$ cat src/rtl/vgpr_wr_port_arbiter.sv
// vgpr_wr_port_arbiter: LSU-priority, ALU round-robin arbiter for the VGPR write port with LSU burst limit
module vgpr_wr_port_arbiter #(
  parameter int NUM_ALU = 8,
  parameter int LSU_BURST_MAX = 4,
  parameter int SEL_WIDTH = 16
) (
  input  logic                 clk,
  input  logic                 rst,
  input  logic [NUM_ALU-1:0]   alu_wr_req,
  input  logic                 lsu_wr_req,
  output logic [SEL_WIDTH-1:0] rfa_select_fu,
  output logic                 grant_valid,
  output logic                 lsu_grant,
  output logic                 alu_forced
);
  localparam logic [2:0] BCNT_MAX = 3'(LSU_BURST_MAX);
  logic [2:0] ptr, bcnt, win, bcnt_nxt;
  logic found, lsu_win, alu_win;
  logic [SEL_WIDTH-1:0] sel_nxt;
  // first requesting ALU at or after ptr, wrapping mod 8
  always_comb begin
    logic [2:0] j;
    found = 1'b0;
    win = '0;
    j = '0;
    for (int k = 0; k < NUM_ALU; k++) begin
      j = ptr + k[2:0];
      if (!found && alu_wr_req[j]) begin
        found = 1'b1;
        win = j;
      end
    end
  end
  // LSU wins unless the burst limit is hit while an ALU waits
  always_comb begin
    lsu_win = lsu_wr_req && (!found || bcnt < BCNT_MAX);
    alu_win = found && !lsu_win;
    bcnt_nxt = lsu_win ? (found ? bcnt + 3'd1 : 3'd0) : alu_win ? 3'd0 : bcnt;
    sel_nxt = '0;
    if (lsu_win) sel_nxt[NUM_ALU] = 1'b1;
    else if (alu_win) sel_nxt[win] = 1'b1;
  end
  // register grant, round-robin pointer and burst counter
  always_ff @(posedge clk) begin
    if (rst) begin
      rfa_select_fu <= '0;
      grant_valid <= 1'b0;
      lsu_grant <= 1'b0;
      alu_forced <= 1'b0;
      ptr <= '0;
      bcnt <= '0;
    end else begin
      rfa_select_fu <= sel_nxt;
      grant_valid <= lsu_win || alu_win;
      lsu_grant <= lsu_win;
      alu_forced <= alu_win && lsu_wr_req;
      ptr <= alu_win ? win + 3'd1 : ptr;
      bcnt <= bcnt_nxt;
    end
  end
endmodule
$ cat config.mk
export PLATFORM = sky130hd
export DESIGN_NAME = vgpr_wr_port_arbiter
export DESIGN_NICKNAME = d
export VERILOG_FILES = /design/src/rtl/vgpr_wr_port_arbiter.sv
export SDC_FILE = /design/constraint.sdc
export NUM_CORES = 1
export LEC_CHECK = 0
export CORE_UTILIZATION = 56
export DETAILED_ROUTE_END_ITERATION = 10
export HOLD_SLACK_MARGIN = 0.03
export PLACE_DENSITY_LB_ADDON = 0.08
export SYNTH_ARGS = -nofsm -noshare
export SYNTH_HDL_FRONTEND = slang
export SYNTH_SLANG_ARGS = --single-unit
$ cat constraint.sdc
create_clock -name clk -period 5.44 [get_ports clk]
set_clock_uncertainty 0.15 [all_clocks]
set_input_delay 0.544 -clock clk [delete_from_list [all_inputs] [get_ports clk]]
set_output_delay 0.544 -clock clk [all_outputs]
set_load 0.01 [all_outputs]
Word level (Yosys, flattened, before mapping)
Cells that the tools add are included.
{ "word_totals": {"regBits": 25, "inputBits": 11, "out_inout_bits": 19, "wordCells": 92} }
{ "op_classes": {"add_sub_neg": 9, "n_lt_le_gt_ge": 11, "muxes": 38, "bitwise_logic": 1, "reduce_logical": 25} }
{ "ops": {"columns": ["op", "count"], "rows": [
  ["two-way mux 3 bit", 11],
  ["less-than comparator 3 x 4 -> 1 bit (second input constant)", 8],
  ["binary-select mux 1 bit (select 3 bit)", 8],
  ["two-way mux 1 bit", 18],
  ["adder 3 bit (second input constant)", 4],
  ["logical AND 1 bit", 11],
  ["adder 3 x 1 -> 3 bit (second input constant)", 3],
  ["zero test 1 bit", 9],
  ["adder 3 x 2 -> 3 bit (second input constant)", 2],
  ["less-than comparator 3 x 5 -> 1 bit (second input constant)", 1],
  ["demux 1 bit (select 3 bit)", 1],
  ["greater-or-equal comparator 3 x 1 -> 1 bit (second input constant)", 1],
  ["less-than comparator 3 bit (second input constant)", 1],
  ["OR reduction 3 bit", 1],
  ["logical OR 1 bit", 2],
  ["nonzero test 2 bit", 1],
  ["OR reduction 2 bit", 1],
  ["inverter 1 bit", 1]
]} }

Longest topological paths before layout
{ "depth": {"word_depth": 31, "mapped_depth": 16, "mapped_depth_nobuf": 13} }

Least setup slack after synthesis
No wires, ideal clock.
{ "synth_path": {"kind": "register to register", "start": "register ptr[1]", "end": "register ptr[2]", "setup_time_ns": 0.130, "t_arrival_ns": 3.409, "required_time_ns": 5.160, "path_slack_ns": 1.751, "path_stages_with_launch": 15, "n_path_buf": 1, "period_less_slack_ns": 3.689, "cell_sequence": "dfxtp_1 -> clkbuf_1 -> inv_2 -> ha_1 -> mux4_2 -> a21oi_1 -> a32oi_2 -> or2_4 -> o21a_1 -> o31ai_4 -> inv_2 -> ha_1 -> nor3b_1 -> o211ai_1 -> nand4_1"} }
{ "synth_between": {"elab_chain_cells": 29, "word_cells_on_any_way": 59, "classes_between": "8 x add/sub; 32 x mux; 19 x reduce/logical"} }
{ "synth_lines": {"columns": ["item", "line_no", "source"], "rows": [
  ["start: declaration", "17", "logic [2:0] ptr, bcnt, win, bcnt_nxt;"],
  ["start signal: assignment", "57", "ptr <= alu_win ? win + 3'd1 : ptr;"],
  ["branches (longest 29 deep; another with adder 3 x 1 -> 3 bit)", null, null]
]} }
Several ways; the timed one is not identified. The select of a mux whose other input is x is not followed.
A chain may end at the register's enable or synchronous reset.

Final worst setup path
Same ends and word-level chain as after synthesis.

==> summary.md <==
| Metric | Value |
|---|---|
| Worst Max-Slew Pin Slew | 0.719 ns |
| DR pass1 iterations | 6 |
| Port Buffers | 22 |
| Crit Path Category | reg -> reg |
| Share of layout cells above drive strength 1 | 15.3% |
| Leakage | 0.633 nW |
| Synth Instances | 172 |
| Setup TNS | 0 ns |
| # rows | 18 |
| EDFF count, synth | 0 |
| Clock Latency Late Sink | 0.28 ns |
| Reg area | 340 sq um |
| Inserted Clock Buffers | 3 |
| Largest net degree at the start of global routing | 20 |
| Commonest non-fill, non-tap cell in the layout | clkdlybuf4s50_1 |
| Crit path arrival time | 4.41 ns |
| Post-layout nets | 206 |
| Synth top area share | 21.8% |
| Max Fanout on Critical Path | 12 |
| Sink Count | 17 |
| P&R area growth vs syn | 13.5% |
| Cts repair resizes | 0 |
| CP max stage cell | mux4_2 |
| Slowest Stage Delay on Critical Path | 0.63 ns |
| Core box area | 2540 sq um |
| Final wirelength | 3660 um |
| Register clock-pin slew on the reported worst setup and hold paths | 0.09 ns |
| Post-CTS setup buffers | 0 |
| Number of antenna diodes | 0 |
| Most frequent cells in the layout | clkdlybuf4s50_1, dfxtp_1, nor2_1, nor4_1 |
| Worst VDD drop | 0.000350 V |
| Worst EP required | 5.52 ns |
| Hold Path Class | reg -> reg |
| Vias in the first global route | 1295 |
| Final hold slack | 0.375 ns |
| Die width | 54.8 um |
| Global-route wire length before repair | 5980 um |
| Async S/R FF share, synth | 0% |
| Synthesized area per cell | 9.07 sq um |
| Status | completed |
| Sequential share of the synthesized area | 21.8% |
| Area leader, netlist | dfxtp_1 |
| H-Tree Depth | 1 |
| Clk Tree Root Cell | clkbuf_4 |
| RSZ-0062 raised after global routing | false |
| Min Tclk post-route | 4.33 ns |
| Drt first-iter violations | 104 |
| Yosys cell types | 52 |
| FF+latch count, synth | 17 |
| Overall routing resource usage | 27.6% |
| I/O pin cnt | 30 |
| CP Cell Sequence | inv_2, ha_1, mux4_2, mux2i_1, nand2_1, nor4_2, nand2b_1, a31o_2, inv_2, ha_1, nor3b_1, o211ai_1, nand4_1 |
| CTS Hold Bufs | 0 |
| DR DRC count | 0 |
| Post-route ant nets | 0 |
| CTS tree | yes |
| Die area | 3000 sq um |
| Routed via count | 1471 |
| Final Hold Viols | 0 |
| DP HPWL | 2840 um |
| Initial antenna violation count | 0 |
| Fillers | 196 |
| FMAX | 0.231 GHz |
| Endpoints failing setup | 0 |
| Post-synthesis cell area | 1560 sq um |
| Main flop type after synthesis | dfxtp_1 |
| Final Max Slew Viols | 0 |
| Total grt overflow | 0 |
| Initial Util | 61.3% |
| Placer Congestion | 1.01 |
| YS warnings | 0 |
| Fin crit share | 79.6% |
| Vias per inst | 6.69 |
| Wirelength per Cell | 16.6 um |
| Setup crit end kind | flop |
| Worst relative slew slack | 52.0% |
| Multi-input gate area | 1110 sq um |
| CTS max path bufs | 2 |
| PwrDens | 536 nW/um^2 |
| Critical Path Source Type | flop |
| Top post-synthesis cells by area | dfxtp_1, mux4_2, mux2i_1, nor4_1, buf_4 |
| Max-Cap Viols | 0 |
| Die height | 54.8 um |
## final cells by class
| class | count | area share, % |
|---|---|---|
| flip-flops and latches | 17 | 19.2 |
| clock buffers | 4 | 1.48 |
| multi-input cells | 138 | 62.6 |
| well taps | 30 | 2.12 |
| repair buffers | 23 | 12.9 |
| inverters | 8 | 1.70 |
## metrics by stage
stage / total power, mW / util [%] / instances / cell area (sq um) / setup slack, ns
global route: 1.01 / 69.6 / 220 / 1770 / 0.735
detailed placement: 0.861 / 68.5 / 216 / 1740 / 1.23
CTS: 0.928 / 69.6 / 220 / 1770 / 1.19
finish: 0.948 / 69.6 / 220 / 1770 / 1.11
floorplan: 0.719 / - / 178 / 1580 / 1.75
global placement: 0.835 / 68.5 / 216 / 1740 / 1.38
## final timing paths
check / start / slack (ns) / to / cells after the start
min: bcnt[1] / 0.38 / bcnt[1] / 2
max: ptr[1] / 1.11 / ptr[2] / 13
max reg2reg: ptr[1] / 1.11 / ptr[2] / 13
min reg2reg: bcnt[1] / 0.38 / bcnt[1] / 2
## cells in the mapped netlist, types with 2 or more instances
cell / instances
nand2b_1: 2
mux4_2: 10
mux2_2: 2
mux2i_1: 11
nor2_1: 12
o21ai_0: 3
nor2b_1: 6
o21bai_1: 2
and2_1: 2
inv_2: 3
nand3_1: 2
buf_4: 8
dfxtp_1: 17
and3_1: 2
o211ai_1: 4
a21oi_1: 7
nand2_1: 11
buf_6: 2
a22oi_1: 2
ha_1: 4
o22ai_1: 3
inv_1: 5
buf_2: 2
nand4_1: 3
clkbuf_1: 3
nor3b_1: 3
nor3_1: 4
nor4_1: 12
nor4_2: 2
## routing by layer
layer | wire (um) | track usage (%) | part of all wire [%]
met3 | 453 | 7.78 | 12
met4 | 80 | 4.70 | 2.2
met5 | 0 | 0 | 0
met2 | 1650 | 42.6 | 45
met1 | 1470 | 38.4 | 40
## state kept, by name, summed over array words and instances (netlist names)
signal / cells
alu_forced: 1
bcnt: 3
grant_valid: 1
ptr: 3
rfa_select_fu: 9
## worst max-delay path: cells and delay by family (launching register included)
family | cells | cell delay [ns]
mux | 2 | 1.11
simple gates | 5 | 0.95
fa+ha+maj | 2 | 0.80
flops | 1 | 0.61
compound gates | 2 | 0.37
buf+inv | 2 | 0.30
## power by group
part           leakage [nW]  internal, mW  switching, mW  total (mW)
Clock                0.0150        0.0285         0.0363      0.0648
Combinational         0.479         0.293          0.411       0.704
Sequential            0.139         0.147         0.0332       0.180
## logic make-up after synthesis
family | count (synthesis) | synth area share (%)
adders and majority gates | 4 | 3.21
DFF | 17 | 21.8
AOI/OAI and AO/OA | 35 | 17.4
xor gates and xnor gates | 2 | 1.12
buffers and inverters | 23 | 8.58
other | 1 | 0.240
muxes | 24 | 23.8
and+or+nand+nor | 66 | 23.8
No activity file was read; power rests on OpenSTA's default activity.
